===== config.mk =====
export PLATFORM = sky130hd
export DESIGN_NAME = cpu_mem_ctrl
export DESIGN_NICKNAME = d
export VERILOG_FILES = /design/src/rtl/cpu_mem_pkg.sv /design/src/rtl/cpu_mem_io_regs.sv /design/src/rtl/cpu_mem_ctrl.sv
export SDC_FILE = /design/constraint.sdc
export NUM_CORES = 1
export LEC_CHECK = 0
export ABC_AREA = 1
export CAP_MARGIN = 25
export CORE_MARGIN = 8
export CORE_UTILIZATION = 44
export DETAILED_ROUTE_END_ITERATION = 16
export PLACE_DENSITY_LB_ADDON = 0.1
export SYNTH_ARGS = -nofsm -noshare
export SYNTH_HDL_FRONTEND = slang
export SYNTH_SLANG_ARGS = --single-unit

===== constraint.sdc =====
create_clock -name clk -period 1.9 [get_ports clk]
set_clock_uncertainty 0.15 [all_clocks]
set_input_delay 0.38 -clock clk [delete_from_list [all_inputs] [get_ports clk]]
set_output_delay 0.38 -clock clk [all_outputs]
set_load 0.03 [all_outputs]

===== src/rtl/cpu_mem_pkg.sv =====
// cpu_mem_pkg: shared types and helpers for the CPU memory/I-O access controller.
//   - memState_e      : controller FSM states (DRAIN only exists when
//                       CPU_MEM_WBUF_EN is defined)
//   - IO_OFF_W        : width of the I/O page offset (low address bits)
//   - IO_PAGE_DEFAULT : default upper-address value selecting the I/O page
//   - chLsb()         : LSB position of channel k inside a packed channel bus
package cpu_mem_pkg;

  localparam int IO_OFF_W        = 8;
  localparam int IO_PAGE_DEFAULT = 'hFF;

  typedef enum logic [2:0] {
    IDLE,
    IO,
    RAM_WR,
    RAM_RD,
`ifdef CPU_MEM_WBUF_EN
    DRAIN,
`endif
    ACK
  } memState_e;

  // Channel k of a packed bus occupies [chLsb(k, w) +: w].
  function automatic int chLsb(input int ch, input int width);
    return ch * width;
  endfunction

endpackage


===== src/rtl/cpu_mem_io_regs.sv =====
// cpu_mem_io_regs: memory-mapped I/O channel bank.
//   clk, reset   : clock, asynchronous active-low reset
//   wrEn         : one-cycle write request for channel 'offset'
//   offset       : I/O offset (channel number); offsets >= IO_CH are ignored
//   wrData       : data written to the selected output channel
//   ioIn         : packed input channels, channel k at [k*DATA_W +: DATA_W]
//   ioOut        : registered output channels, same packing
//   ioStrobe     : one-cycle pulse on the channel that was written
//   rdData       : combinational read mux of ioIn; 0 for out-of-range offsets
module cpu_mem_io_regs
  import cpu_mem_pkg::*;
#(
  parameter int DATA_W = 16,
  parameter int IO_CH  = 4
) (
  input  logic                      clk,
  input  logic                      reset,
  input  logic                      wrEn,
  input  logic [IO_OFF_W-1:0]       offset,
  input  logic [DATA_W-1:0]         wrData,
  input  logic [IO_CH*DATA_W-1:0]   ioIn,
  output logic [IO_CH*DATA_W-1:0]   ioOut,
  output logic [IO_CH-1:0]          ioStrobe,
  output logic [DATA_W-1:0]         rdData
);

  always_ff @(posedge clk or negedge reset) begin
    if (!reset) begin
      ioOut    <= '0;
      ioStrobe <= '0;
    end else begin
      for (int unsigned k = 0; k < IO_CH; k++) begin
        ioStrobe[k] <= wrEn && (32'(offset) == k);
        if (wrEn && (32'(offset) == k))
          ioOut[chLsb(int'(k), DATA_W) +: DATA_W] <= wrData;
      end
    end
  end

  always_comb begin
    rdData = '0;
    for (int unsigned k = 0; k < IO_CH; k++) begin
      if (32'(offset) == k)
        rdData = ioIn[chLsb(int'(k), DATA_W) +: DATA_W];
    end
  end

endmodule


===== src/rtl/cpu_mem_ctrl.sv =====
// cpu_mem_ctrl: request/acknowledge memory and I/O access controller for the
// multicycle CPU. Requests on the I/O page (cpuAddr[ADDR_W-1:8] == IO_PAGE) go
// to cpu_mem_io_regs, all others to a synchronous RAM with RAM_LAT read latency.
// Optional feature macro: CPU_MEM_WBUF_EN builds a one-entry posted write buffer.
//   clk, reset             : clock, asynchronous active-low reset
//   cpuReq/cpuWrite        : request (held until cpuAck), 1 = write
//   cpuAddr/cpuWriteData   : word address and write data
//   cpuAck/cpuReadData     : one-cycle completion pulse, read data (held)
//   ramEn/ramWe            : registered one-cycle RAM strobe, write enable
//   ramAddr/ramWriteData   : registered RAM address and write data
//   ramReadData            : RAM read data
//   ioIn/ioOut/ioStrobe    : I/O channel inputs, registered outputs, write pulses
module cpu_mem_ctrl
  import cpu_mem_pkg::*;
#(
  parameter int                           DATA_W  = 16,
  parameter int                           ADDR_W  = 16,
  parameter int                           IO_CH   = 4,
  parameter logic [ADDR_W-IO_OFF_W-1:0]   IO_PAGE = (ADDR_W-IO_OFF_W)'(IO_PAGE_DEFAULT),
  parameter int                           RAM_LAT = 1
) (
  input  logic                     clk,
  input  logic                     reset,
  input  logic                     cpuReq,
  input  logic                     cpuWrite,
  input  logic [ADDR_W-1:0]        cpuAddr,
  input  logic [DATA_W-1:0]        cpuWriteData,
  output logic                     cpuAck,
  output logic [DATA_W-1:0]        cpuReadData,
  output logic                     ramEn,
  output logic                     ramWe,
  output logic [ADDR_W-1:0]        ramAddr,
  output logic [DATA_W-1:0]        ramWriteData,
  input  logic [DATA_W-1:0]        ramReadData,
  input  logic [IO_CH*DATA_W-1:0]  ioIn,
  output logic [IO_CH*DATA_W-1:0]  ioOut,
  output logic [IO_CH-1:0]         ioStrobe
);

  memState_e           state, stateNext;
  logic [2:0]          latCnt, latCntNext;
  logic                ackNext, ramEnNext, ramWeNext;
  logic [DATA_W-1:0]   rdDataNext, ramWdataNext, ioRdData;
  logic [ADDR_W-1:0]   ramAddrNext;
  logic                isIo, ioWrEn;
  logic [IO_OFF_W-1:0] ioOffset;
`ifdef CPU_MEM_WBUF_EN
  logic                wbufValid, wbufValidNext;
  logic [ADDR_W-1:0]   wbufAddr, wbufAddrNext;
  logic [DATA_W-1:0]   wbufData, wbufDataNext;
`endif

  assign isIo     = (cpuAddr[ADDR_W-1:IO_OFF_W] == IO_PAGE);
  assign ioOffset = cpuAddr[IO_OFF_W-1:0];

  cpu_mem_io_regs #(
    .DATA_W (DATA_W),
    .IO_CH  (IO_CH)
  ) ioRegs (
    .clk      (clk),
    .reset    (reset),
    .wrEn     (ioWrEn),
    .offset   (ioOffset),
    .wrData   (cpuWriteData),
    .ioIn     (ioIn),
    .ioOut    (ioOut),
    .ioStrobe (ioStrobe),
    .rdData   (ioRdData)
  );

  // All outputs are registered, so each "Next" value below becomes visible one
  // cycle later. I/O accesses raise the ack straight from IDLE so it coincides
  // with the ioOut update; the ACK state that follows is then a quiet cycle.
  always_comb begin
    stateNext    = state;
    latCntNext   = latCnt;
    ackNext      = 1'b0;
    rdDataNext   = cpuReadData;
    ramEnNext    = 1'b0;
    ramWeNext    = 1'b0;
    ramAddrNext  = ramAddr;
    ramWdataNext = ramWriteData;
    ioWrEn       = 1'b0;
`ifdef CPU_MEM_WBUF_EN
    wbufValidNext = wbufValid;
    wbufAddrNext  = wbufAddr;
    wbufDataNext  = wbufData;
`endif
    unique case (state)
      IDLE: begin
        if (cpuReq) begin
          if (isIo) begin
            stateNext = IO;
            ackNext   = 1'b1;
            ioWrEn    = cpuWrite;
            if (!cpuWrite) rdDataNext = ioRdData;
          end else if (cpuWrite) begin
`ifdef CPU_MEM_WBUF_EN
            // Posted write: ack now, DRAIN issues the RAM strobe before IDLE
            // can sample another request, so later reads see the new data.
            stateNext     = DRAIN;
            ackNext       = 1'b1;
            wbufValidNext = 1'b1;
            wbufAddrNext  = cpuAddr;
            wbufDataNext  = cpuWriteData;
`else
            stateNext    = RAM_WR;
            ramEnNext    = 1'b1;
            ramWeNext    = 1'b1;
            ramAddrNext  = cpuAddr;
            ramWdataNext = cpuWriteData;
`endif
          end else begin
            stateNext   = RAM_RD;
            ramEnNext   = 1'b1;
            ramAddrNext = cpuAddr;
            latCntNext  = '0;
          end
        end
      end
      IO:     stateNext = ACK;
      RAM_WR: begin
        stateNext = ACK;
        ackNext   = 1'b1;
      end
      RAM_RD: begin
        if (latCnt == 3'(RAM_LAT)) begin
          stateNext  = ACK;
          ackNext    = 1'b1;
          rdDataNext = ramReadData;
        end else begin
          latCntNext = latCnt + 3'd1;
        end
      end
`ifdef CPU_MEM_WBUF_EN
      DRAIN: begin
        stateNext = IDLE;
        if (wbufValid) begin
          ramEnNext     = 1'b1;
          ramWeNext     = 1'b1;
          ramAddrNext   = wbufAddr;
          ramWdataNext  = wbufData;
          wbufValidNext = 1'b0;
        end
      end
`endif
      ACK:     stateNext = IDLE;
      default: stateNext = IDLE;
    endcase
  end

  always_ff @(posedge clk or negedge reset) begin
    if (!reset) begin
      state        <= IDLE;
      latCnt       <= '0;
      cpuAck       <= 1'b0;
      cpuReadData  <= '0;
      ramEn        <= 1'b0;
      ramWe        <= 1'b0;
      ramAddr      <= '0;
      ramWriteData <= '0;
`ifdef CPU_MEM_WBUF_EN
      wbufValid    <= 1'b0;
      wbufAddr     <= '0;
      wbufData     <= '0;
`endif
    end else begin
      state        <= stateNext;
      latCnt       <= latCntNext;
      cpuAck       <= ackNext;
      cpuReadData  <= rdDataNext;
      ramEn        <= ramEnNext;
      ramWe        <= ramWeNext;
      ramAddr      <= ramAddrNext;
      ramWriteData <= ramWdataNext;
`ifdef CPU_MEM_WBUF_EN
      wbufValid    <= wbufValidNext;
      wbufAddr     <= wbufAddrNext;
      wbufData     <= wbufDataNext;
`endif
    end
  end

endmodule


Word level (Yosys, flattened, before mapping)

Cells that the tools add are included.

Register bits: 125
Input bits: 116
Logic and storage cells: 75
Output and inout port bits: 119

Bitwise gates (word level): 1
Muxes and demuxes: 33
Eq/ne operators: 14
Add/sub/neg operators: 1
Reductions and logical operators: 13

Operators by type and width:

| operator            | count |
|---|---|
| $mux 16             | 8 |
| $pmux 16 s2         | 1 |
| $mux 3              | 6 |
| $eq 8x2->1 const B  | 2 |
| $mux 1              | 14 |
| $ne 2x2->1 const B  | 6 |
| $reduce_and 5->1    | 2 |
| $pmux 3 s3          | 1 |
| $eq 8x1->1 const B  | 1 |
| $eq 8x8->1 const B  | 1 |
| $logic_not 8->1     | 1 |
| $eq 3x1->1 const B  | 2 |
| $eq 3x2->1 const B  | 2 |
| $pmux 3 s2          | 1 |
| $logic_and 1x1->1   | 4 |
| $reduce_and 4->1    | 1 |
| $add 3x1->3 const B | 1 |
| $logic_not 3->1     | 1 |
| $pmux 1 s3          | 1 |
| $reduce_and 3->1    | 1 |
| $mux 2              | 1 |
| $reduce_and 2->1    | 1 |
| $reduce_bool 2->1   | 1 |
| $reduce_or 2->1     | 1 |
| $not 1->1           | 1 |

Longest topological paths before layout

Depth in word-level cells: 9
Depth in mapped cells: 11
Gate-level depth less buffers: 9

Cells and area by module

From an unflattened synthesis, not the netlist that was laid out.

Cells, all modules: 671
Area, all modules: 5669.2 sq um

Modules (own cells, without submodules):

| module          | area an instance (sq um) | times used | seq. area each (sq um) | cells an instance |
|---|---|---|---|---|
| cpu_mem_io_regs | 3026.7                   | 1          | 1701.6                 | 349 |
| cpu_mem_ctrl    | 2642.5                   | 1          | 1426.4                 | 322 |

Worst setup path before layout

OpenSTA, ideal clock, no wires.

Path type: register to register
From: register state[1]
To: register ioRegs.ioOut[10]
Required time: 1.629 ns
Path buffers: 1
Arrival time: 1.329 ns
Slack: 0.300 ns
Period minus slack after synthesis: 1.600 ns
Setup time: 0.121 ns
Stages on the path, launching flop included: 10
Cell sequence: dfrtp_1 > nor2_2 > nand2_2 > nor2_4 > nand2_4 > nor2_8 > nand2_4 > clkbuf_8 > nand2_1 > o21ai_2

Word-level cells in the longest chain between the ends: 3

RTL lines:

| element                       | RTL line              | RTL |
|---|---|---|
| start, declared               | cpu_mem_ctrl.sv:40    | `memState_e state, stateNext;` |
| start signal, assigned        | cpu_mem_ctrl.sv:168   | `state <= stateNext;` |
| $logic_not 3->1               | cpu_mem_ctrl.sv:89    | `unique case (state)` |
| $mux 1                        | cpu_mem_ctrl.sv:89    |  |
| $logic_and 1x1->1             | cpu_mem_io_regs.sv:34 | `if (wrEn && (32'(offset) == k))` |
| end signal, assigned by index | cpu_mem_io_regs.sv:35 | `ioOut[chLsb(int'(k), DATA_W) +: DATA_W] <= wrData;` |
| end, declared                 | cpu_mem_io_regs.sv:22 | `output logic [IO_CH*DATA_W-1:0] ioOut,` |

Every way passes these cells.
A chain may end at the register's enable or synchronous reset.

Worst setup path in the final report

From: input port cpuAddr[13]
To: register ioRegs.ioOut[17]

Word-level cells in the longest chain between the ends: 5

RTL lines:

| element           | RTL line              | RTL |
|---|---|---|
| start, declared   | cpu_mem_ctrl.sv:26    | `input logic [ADDR_W-1:0] cpuAddr,` |
| $eq 8x8->1        | cpu_mem_ctrl.sv:53    | `assign isIo = (cpuAddr[ADDR_W-1:IO_OFF_W] == IO_PAGE);` |
| $mux 1            | cpu_mem_ctrl.sv:92    | `if (isIo) begin` |
| $mux 1            | cpu_mem_ctrl.sv:91    | `if (cpuReq) begin` |
| $mux 1            | cpu_mem_ctrl.sv:89    |  |
| $logic_and 1x1->1 | cpu_mem_io_regs.sv:34 |  |

Every way passes these cells.

==> results.md <==
* Status: complete, no violations
* Fin worst setup slack at 86.2 ps
* Post-Layout Cell Count at 1135
* Slew Limit Headroom at 75.8%
* Core Region at 13100 µm²
* Syn Inst Count at 678
* Crit Path Max Fanout at 33
* Worst slew pin tran at 365 ps
* Post-synth EDFFs at 0
* # rows at 42
* CTS buffer count at 17
* Pre-CTS setup slack at -390 ps
* Antenna violation net count after detailed routing at 0
* Clk pwr share at 32.5%
* Via count at 5403
* Critical path arrival at 1960 ps
* Max Transition Viols Final at 0
* LEAKAGE at 5.01 nW
* Final setup viols at 0
* Syn. warnings at 0
* Syn_area_per_cell at 8.58 µm²
* Post-Syn Area at 5810 µm²
* Initial Utilization at 44.4%
* # diodes at 0
* Hold crit path type: reg2reg
* Area growth from synthesis to layout at 56.3%
* Initial DRC count at 383
* Post-route DRC at 0
* Clk Tree Root Cell: clkbuf_16
* Gpl congestion at 0.846
* Peak supply drop at 0.000788 V
* Avg WL per Cell at 16.2 µm
* Internal power at 0.00657 W
* Combinational power share at 33.4%
* Max_cap viols at 0
* Flop pwr share at 34.1%
* Vias in the first global route at 5516
* GRT Util Overall at 21.5%
* DR vias/cell at 4.76
* Buffers on Ports at 234
* Total gr overflow at 0
* Final core utilization at 69.4%
* Die width at 131 µm
* Die area at 17100 µm²
* Clk slew on worst S/H paths at 60 ps
* Mapped Nets at 796
* Endpoint class of the critical path: flop
* Async SR Flop Fraction at 100%
* Tmin final at 1810 ps
* Final hold vios at 0
* Dpl hpwl at 13.7 mm
* Largest net degree at the start of global routing at 64
* First-pass GRT wire length at 28.3 mm
* CTS tree: built
* Fin Setup TNS at 0 ps
* Fmax at 0.551 GHz
* Part of the cycle the worst path needs at 95.5%
* DRT Wirelength at 18.4 mm
* CP required at 2040 ps
* Share of cells above drive strength 1 at 14.4%
* Clk_lat worst skew at 410 ps
* Seq/Total Area, Yosys at 53.8%
* DRT Pass-1 Iters at 4
* Psw at 0.00372 W
* Total clock sinks at 125
* Unrepaired setup endpoints after global routing: false
* Post-synth cell types at 31
* CTS HTree Levels at 4
* Initial antenna violation count at 0
* Crit Path Class: in2reg
* I/O Pins at 235
* Most used DFF post-synth: dfrtp_1
* P per Cell Area at 1130 nW/µm²
* Pwr Total at 0.0103 W
* Worst Setup Start Kind: input pin
* Clock buffer depth at 2
* Die height at 131 µm
* Sw Ratio at 36.2%
* Synth Register Bits at 125
* Nets at 1064
* Placed Instances at 1102
* # Post-CTS Setup Buffers at 0
## what timing repair did
item                       CTS  global route
hold buffers                 1             0
cloned                       0             0
setup endpoints to repair  119            15
hold endpoints to repair   125             0
resized for setup          119             1
## flip-flops by register name, indices dropped and copies added, names as in the netlist
name	cells
ramWriteData	16
state	3
ramWe	1
latCnt	3
ioRegs.ioStrobe	4
ioRegs.ioOut	64
ramEn	1
cpuAck	1
cpuReadData	16
ramAddr	16
## metal layers
metal  routed length [µm]  vias up  track usage (%)
met2                 9050      205             36.3
met5                    0        -                0
li1                     -     2675                -
met4                  254        0             7.56
met1                 7240     2503             25.1
met3                 1810       20             7.22
## Yosys cell counts (3+ instances only)
library cell,number,area share (%)
a21oi_1,24,2.1
buf_2,14,1.2
buf_4,5,0.65
buf_6,8,1.5
dfrtp_1,125,54
inv_1,63,4.1
inv_2,4,0.26
nand2_1,221,14
nand2_2,5,0.54
nand2_4,4,0.77
nand3_1,12,1.0
nor2_1,64,4.1
nor2_4,6,1.2
nor3_1,3,0.26
o211ai_1,6,0.77
o21ai_0,13,1.1
o21ai_1,49,4.2
o21ai_2,35,5.3
## worst max-delay path, stage by stage
cell and delay [ps]:
clkdlybuf4s50_1 480, nand2_1 60, nor2_1 160, nand2_2 100
nor2_4 130, nand2_4 80, nor2_8 160, nand2_4 70
buf_12 170, nand2_1 100, o21ai_2 50
## cell type report
cell class / instances / area (µm²)
clock buffers: 19 / 453
fillers: 1051 / 4000
repair buffers: 279 / 2660
multi-input cells: 456 / 2210
flip-flops and latches: 125 / 3130
clock inverters: 13 / 164
well taps: 176 / 220
inverters: 67 / 251
## cell usage in the layout (no fill, tap or decap), drive strengths merged
cell type	n
nor3	4
nor3b	1
clkinvlp	2
clkbuf	19
dlygate4sd2	119
nor2	73
inv	69
a21oi	25
nand3	14
o21ai	97
dfrtp	125
a21boi	1
nand2	230
o211ai	6
dlygate4sd3	1
buf	45
ha	2
nand3b	1
o21bai	1
clkdlybuf4s50	114
clkinv	6
bufinv	3
xnor2	1
## logic make-up after synthesis
kind of cell,synth area share (%)
AOI/OAI and AO/OA,13.9
buffers and inverters,8.26
and+or+nand+nor,23.5
adders and majority gates,0.430
DFF,53.8
xor gates and xnor gates,0.151
## worst paths after layout
check                                startpoint                      endpoint  slack [ps]  depth (start not counted)
setup / recovery                    cpuAddr[13]  ioRegs.ioOut[17]$_DFFE_PN0P_          90                         11
hold / removal             state[2]$_DFFE_PN0P_          state[2]$_DFFE_PN0P_         310                          1
setup reg to reg           state[1]$_DFFE_PN0P_  ioRegs.ioOut[17]$_DFFE_PN0P_         160                          9
hold reg to reg            state[2]$_DFFE_PN0P_          state[2]$_DFFE_PN0P_         310                          1
max in group asynchronous                 reset  ioRegs.ioOut[41]$_DFFE_PN0P_         930                          3
min in group asynchronous                 reset               ramEn$_DFF_PN0_         370                          3
## per-stage QoR
stage	hold slack, ps	area (µm²)
floorplan	-65.6	5810
global placement	270	8600
detailed placement	274	8600
CTS	305	9080
global route	319	9090
finish	309	9090
## power groups by stage
stage	clock network [W]	logic [W]	registers, W
after floorplan	0	0.00102	0.00456
after detailed placement	0	0.00383	0.00358
after global placement	0	0.00377	0.00354
after CTS	0.00340	0.00349	0.00352
final	0.00335	0.00344	0.00351
after global routing	0.00351	0.00374	0.00358
Power figures use the tool's default switching activity.
